**src/rtl/arbiter_pkg.sv**
```systemverilog
// Shared definitions for the 8-requester round-robin arbiter: FSM state type,
// sizing constants and a one-hot helper.
package arbiter_pkg;

    localparam int N_REQ = 8;
    localparam int IDX_W = 3;

    typedef enum logic [0:0] {
        IDLE = 1'b0,
        BUSY = 1'b1
    } state_t;

    function automatic logic [N_REQ-1:0] idx_to_onehot(input logic [IDX_W-1:0] idx);
        logic [N_REQ-1:0] one_s;
        one_s = N_REQ'(1);
        return one_s << idx;
    endfunction

endpackage

```
**src/rtl/arbiter8to3_if.sv**
```systemverilog
// Request/grant bundle between requesters (master) and the arbiter (slave).
interface arbiter8to3_if;
    import arbiter_pkg::*;

    logic             en;
    logic [N_REQ-1:0] req;
    logic [N_REQ-1:0] gnt;
    logic [IDX_W-1:0] y;
    logic             gnt_valid;
    logic             timeout;

    modport master (
        output en, req,
        input  gnt, y, gnt_valid, timeout
    );

    modport slave (
        input  en, req,
        output gnt, y, gnt_valid, timeout
    );
endinterface

```
**src/rtl/pri_enc8to3.sv**
```systemverilog
// Combinational 8-to-3 priority encoder: lowest set index wins, valid when any bit set.
module pri_enc8to3
    import arbiter_pkg::*;
(
    input  logic [N_REQ-1:0] in_vec,
    output logic [IDX_W-1:0] idx,
    output logic             valid
);

    // Scan from the top down so the lowest asserted bit is written last.
    always_comb begin
        idx   = 3'd0;
        valid = 1'b0;
        for (int i = N_REQ - 1; i >= 0; i--) begin
            if (in_vec[i]) begin
                idx   = IDX_W'(i);
                valid = 1'b1;
            end else begin
                idx   = idx;
                valid = valid;
            end
        end
    end

endmodule

```
**src/rtl/arbiter8to3.sv**
```systemverilog
// Round-robin 8-requester arbiter with per-grant hold limit, mandatory idle
// turnaround between grants and registered one-hot / encoded outputs.
module arbiter8to3
    import arbiter_pkg::*;
#(
    parameter int unsigned MAX_HOLD = 16
) (
    input  logic          clk,
    input  logic          rst_n,
    arbiter8to3_if.slave  bus
);

    localparam logic       HOLD_EN   = (MAX_HOLD != 0);
    localparam logic [7:0] HOLD_LAST = (MAX_HOLD == 0) ? 8'd0 : 8'(MAX_HOLD - 1);

    state_t           state_r, state_s;
    logic [N_REQ-1:0] gnt_r, gnt_s;
    logic [IDX_W-1:0] y_r, y_s;
    logic             valid_r, valid_s;
    logic             timeout_r, timeout_s;
    logic [IDX_W-1:0] ptr_r, ptr_s;
    logic [7:0]       hold_r, hold_s;

    logic [N_REQ-1:0] rot_s;
    logic [IDX_W-1:0] enc_idx_s;
    logic             enc_valid_s;
    logic [IDX_W-1:0] win_s;

    // Rotate so that requester ptr lands on bit 0; a shift by 8 yields zero.
    assign rot_s = (bus.req >> ptr_r) | (bus.req << (4'd8 - {1'b0, ptr_r}));

    pri_enc8to3 u_enc (
        .in_vec (rot_s),
        .idx    (enc_idx_s),
        .valid  (enc_valid_s)
    );

    assign win_s = enc_idx_s + ptr_r;

    // Next-state logic: grant from IDLE, hold/release/revoke from BUSY.
    always_comb begin
        state_s   = state_r;
        gnt_s     = gnt_r;
        y_s       = y_r;
        valid_s   = valid_r;
        timeout_s = 1'b0;
        ptr_s     = ptr_r;
        hold_s    = hold_r;
        case (state_r)
            IDLE: begin
                if (bus.en && enc_valid_s) begin
                    state_s = BUSY;
                    gnt_s   = idx_to_onehot(win_s);
                    y_s     = win_s;
                    valid_s = 1'b1;
                    hold_s  = 8'd0;
                end else begin
                    gnt_s   = 8'h00;
                    y_s     = 3'd0;
                    valid_s = 1'b0;
                end
            end
            BUSY: begin
                if (!bus.req[y_r] || (HOLD_EN && (hold_r == HOLD_LAST))) begin
                    // Release wins over expiry, so timeout only when req is still up.
                    state_s   = IDLE;
                    gnt_s     = 8'h00;
                    y_s       = 3'd0;
                    valid_s   = 1'b0;
                    ptr_s     = y_r + 3'd1;
                    timeout_s = bus.req[y_r];
                end else begin
                    hold_s = hold_r + 8'd1;
                end
            end
            default: begin
                state_s = IDLE;
                gnt_s   = 8'h00;
                y_s     = 3'd0;
                valid_s = 1'b0;
                ptr_s   = 3'd0;
                hold_s  = 8'd0;
            end
        endcase
    end

    // State and output registers, cleared asynchronously.
    always_ff @(posedge clk or negedge rst_n) begin
        if (!rst_n) begin
            state_r   <= IDLE;
            gnt_r     <= 8'h00;
            y_r       <= 3'd0;
            valid_r   <= 1'b0;
            timeout_r <= 1'b0;
            ptr_r     <= 3'd0;
            hold_r    <= 8'd0;
        end else begin
            state_r   <= state_s;
            gnt_r     <= gnt_s;
            y_r       <= y_s;
            valid_r   <= valid_s;
            timeout_r <= timeout_s;
            ptr_r     <= ptr_s;
            hold_r    <= hold_s;
        end
    end

    assign bus.gnt       = gnt_r;
    assign bus.y         = y_r;
    assign bus.gnt_valid = valid_r;
    assign bus.timeout   = timeout_r;

endmodule

```
**src/flat_wrapper.sv**
```systemverilog
// flat-port wrapper written by rule: the top's interface ports become plain ports
module arbiter8to3_flat import arbiter_pkg::*;
#(
    parameter int unsigned MAX_HOLD = 16
)
  (clk, rst_n, bus_en, bus_req, bus_gnt, bus_y, bus_gnt_valid, bus_timeout);
  arbiter8to3_if bus_i ();
  input  logic clk;
  input  logic rst_n;
  input wire logic [$bits(bus_i.en)-1:0] bus_en;
  input wire logic [$bits(bus_i.req)-1:0] bus_req;
  output wire logic [$bits(bus_i.gnt)-1:0] bus_gnt;
  output wire logic [$bits(bus_i.y)-1:0] bus_y;
  output wire logic [$bits(bus_i.gnt_valid)-1:0] bus_gnt_valid;
  output wire logic [$bits(bus_i.timeout)-1:0] bus_timeout;
  assign bus_i.en = bus_en;
  assign bus_i.req = bus_req;
  assign bus_gnt = bus_i.gnt;
  assign bus_y = bus_i.y;
  assign bus_gnt_valid = bus_i.gnt_valid;
  assign bus_timeout = bus_i.timeout;
  arbiter8to3 #(.MAX_HOLD(MAX_HOLD)) u_core (.clk(clk), .rst_n(rst_n), .bus(bus_i));
endmodule
```
**config.mk**
```make
export PLATFORM = sky130hd
export DESIGN_NAME = arbiter8to3_flat
export DESIGN_NICKNAME = d
export VERILOG_FILES = /design/src/rtl/arbiter_pkg.sv /design/src/rtl/arbiter8to3_if.sv /design/src/rtl/pri_enc8to3.sv /design/src/rtl/arbiter8to3.sv /design/src/flat_wrapper.sv
export SDC_FILE = /design/constraint.sdc
export NUM_CORES = 1
export LEC_CHECK = 0
export CORE_ASPECT_RATIO = 1.75
export CORE_MARGIN = 2
export CORE_UTILIZATION = 45
export CTS_CLUSTER_SIZE = 20
export DETAILED_ROUTE_END_ITERATION = 6
export GPL_TIMING_DRIVEN = 1
export HOLD_SLACK_MARGIN = 0.02
export PLACE_DENSITY = 0.74
export SLEW_MARGIN = 20
export SYNTH_ARGS = -nofsm -noshare
export SYNTH_HDL_FRONTEND = slang
export SYNTH_SLANG_ARGS = --single-unit
```
**constraint.sdc**
```tcl
create_clock -name clk -period 3.5 [get_ports clk]
set_input_delay 0.7 -clock clk [delete_from_list [all_inputs] [get_ports clk]]
set_output_delay 0.7 -clock clk [all_outputs]
set_load 0.02 [all_outputs]
```
==> impl_metrics.toml <==
[clock_tree]
cts_buffers = 3
clockBufferDepth = 2
root_buffer = "clkbuf_8"
clkTransAtPathRegs_ps = 90
clock_latency_ps = 280
cts_tree = "built"
cts_num_sinks = 25
htreeDepth = 1

[grt]
grt_max_degree = 26
first_global_vias = 2037
grtUsageTotal_pct = 24.3
gr-total-overflow = 0
antenna_found_initial = 0
grt_first_pass_wirelength_um = 9270

[finish]
antenna_cells = 0
layout.nets = 318
final_area_um2 = 2930
final_common_cell = "buf_4"
final_cells = 352
drive_gt1_share_pct = 32.9
final_cell_mix = "buf_4, nand2_1, dfrtp_1"
areaGrowthSynthToFinish_pct = 43.4

[yosys]
yosys_warnings = 0
synth.distinct_cells = 49
ys_seq_elements = 25
syn_inst = 233
yosysSeqAreaShare_pct = 30.7
synth.net_count = 249
syn-cell-area_um2 = 2040
synth.avg_cell_area_um2 = 8.76

[timing]
finalCriticalPeriod_ps = 3540
drv_slew = 0
fin_ws_ps = -35.9
fmax_ghz = 0.283
post-route-period-util_pct = 101
worst_pin_slew_ps = 573
skew_ps = 6.46
finalSetupViolCount = 3
maxSlewHeadroom_pct = 61.7
hold_viol_final = 0
rsz0062_at_grt = "yes"

[critical_path]
startpoint_type = "input port"
crit_fanout = 5
crit_slowest_cell = "clkdlybuf4s50_1"
worstPathArrival_ps = 3750
cp-end-kind = "flip-flop"
crit_type = "input port to flip-flop"
crit_chain = "clkdlybuf4s50_1, nand2_2, o22ai_2, a221oi_2, a21bo_2, a21oi_2, o211a_1, ha_2, inv_2, fa_2, xor2_2, buf_4, nor4_4, o2111ai_1, nand3_1"
required_ps = 3720
slowest_delay_ps = 540

[power_and_ir_drop]
vdd.ir_drop.worst_mv = 0.666
leakage_nw = 1.26
powerDensity_nw_per_um2 = 1120

[floorplanning]
dieHeight_um = 93.1
die_w_um = 54.9
initial_core_util_pct = 46.3
pin_count = 24
dieArea_um2 = 5110
rows = 32
core_um2 = 4400

[status]
status = "finished with violations"
violations = "negative setup slack"

[place]
placed_cell_area_um2 = 2610
placed_cells = 337
gp_congestion = 0.899
pre_cts_slack_ps = -427
hpwl_um = 4080
numPortBuffers = 23

[route]
drc = 0
viasPerCell = 6.15
wire_per_inst_um = 16.7
totalWireLength_um = 5890
dr.pass1.iters = 4
drt.antenna.violating_nets = 0
dr_total_vias = 2166
initialDrtViolationCount = 63

[worst_hold_path]
hold_class = "flip-flop to flip-flop"

[run]
cap_viol_max_count = 0
what timing repair did:
item	in CTS	in global routing
gates resized for setup	22	25
endpoints found under the setup margin	8	9
pin swaps	10	16
buffers inserted	3	8
endpoints found under the hold margin	0	0
hold buffers	0	0
cells by family after synthesis:
group | Yosys count | share of synthesized area (%)
AND/OR/NAND/NOR | 95 | 23.2
flip-flops | 25 | 30.7
multiplexers | 18 | 11.6
XOR/XNOR | 3 | 1.29
adder cells (fa/ha/maj) | 5 | 3.43
buffers and inverters | 18 | 4.41
AO/OA/AOI/OAI | 69 | 25.4
registers in the layout (all words and copies together), names as in the netlist:
register and cells:
u_core.bus.gnt_valid 1, u_core.state_r 1, u_core.bus.gnt 8, u_core.hold_r 8
u_core.ptr_r 3, u_core.bus.timeout 1, u_core.bus.y 3
report_power, final:
part	switching, mW	internal, mW	total (mW)
registers	0.0655	0.362	0.427
clock network	0.0998	0.0836	0.183
logic	1.44	1.23	2.67
total	1.61	1.67	3.28
critical path, delay by kind of cell:
family / cells / cell delay [ps]
compound gates: 6 / 1060
xor+xnor: 1 / 160
buf+inv: 3 / 730
simple gates: 3 / 550
fa+ha+maj: 2 / 540
area by class of cell:
| type | count | area [µm²] |
|---|---|---|
| Fill cell | 367 | 1480 |
| Clock buffer | 3 | 41.3 |
| Multi-Input combinational cell | 190 | 1520 |
| Clock inverter | 1 | 8.76 |
| Inverter | 4 | 15.0 |
| Timing Repair Buffer | 78 | 654 |
| Sequential cell | 25 | 626 |
| Tap cell | 51 | 63.8 |
stage by stage:
stage	power, mW	TNS [ps]	hold WS (ps)	utilization, %
after floorplan	1.78	0	404	-
after global placement	2.47	-2950	465	59.3
after detailed placement	2.50	-3490	466	59.3
after CTS	2.91	0	488	62.4
after global routing	3.49	-1100	501	66.4
final	3.28	-74.3	483	66.4
path summary, 6_finish.rpt:
path,startpoint,to,slack [ps],cells past startpoint
setup / recovery,bus_req[1],u_core.bus.gnt[2]$_DFFE_PN0P_,-40,15
hold / removal,u_core.bus.gnt[4]$_DFFE_PN0P_,u_core.bus.gnt[4]$_DFFE_PN0P_,480,2
setup reg to reg,u_core.ptr_r[0]$_DFFE_PN0P_,u_core.bus.gnt[2]$_DFFE_PN0P_,0,17
hold reg to reg,u_core.bus.gnt[4]$_DFFE_PN0P_,u_core.bus.gnt[4]$_DFFE_PN0P_,480,2
max in group asynchronous,rst_n,u_core.bus.gnt[0]$_DFFE_PN0P_,2470,2
min in group asynchronous,rst_n,u_core.hold_r[5]$_DFFE_PN0P_,780,2
Yosys cell counts, drive strengths merged:
master / n / area share [%]
a311o: 1 / 0.49
ha: 4 / 2.5
and3: 5 / 1.5
nand3: 14 / 3.4
or2: 2 / 0.61
nor3: 3 / 0.74
nor4: 3 / 0.92
a21o: 1 / 0.37
xor2: 1 / 0.43
a22oi: 2 / 0.74
mux2: 2 / 1.1
o22ai: 3 / 0.92
mux2i: 12 / 6.1
o41ai: 1 / 1.3
a211oi: 3 / 1.1
a221o: 1 / 0.49
o211a: 2 / 0.98
dfrtp: 25 / 31
a21oi: 7 / 1.7
a2111o: 1 / 0.55
and2: 2 / 0.61
or4: 1 / 0.37
fa: 1 / 0.98
a21bo: 1 / 0.49
mux4: 4 / 4.4
xnor2: 2 / 0.86
o211ai: 3 / 1.1
inv: 4 / 0.74
nor2b: 4 / 1.2
nand3b: 2 / 0.74
a221oi: 2 / 1.2
nand2: 27 / 5.0
o21ai: 19 / 4.7
o21a: 2 / 0.74
o31ai: 1 / 0.37
a32oi: 3 / 1.3
clkbuf: 8 / 1.5
nand2b: 15 / 4.6
a31o: 7 / 3.0
nor2: 15 / 2.9
buf: 6 / 2.2
or3: 2 / 0.61
o2111ai: 9 / 3.9
per-layer routing:
layer / vias to the layer above / track usage, % / wire, µm
met5: - / 0 / 0
met4: 0 / 14.0 / 342
met1: 1033 / 28.6 / 2150
li1: 1019 / - / -
met3: 27 / 1.76 / 254
met2: 87 / 41.1 / 3140
Note: power is estimated with default switching activity, not from simulation.
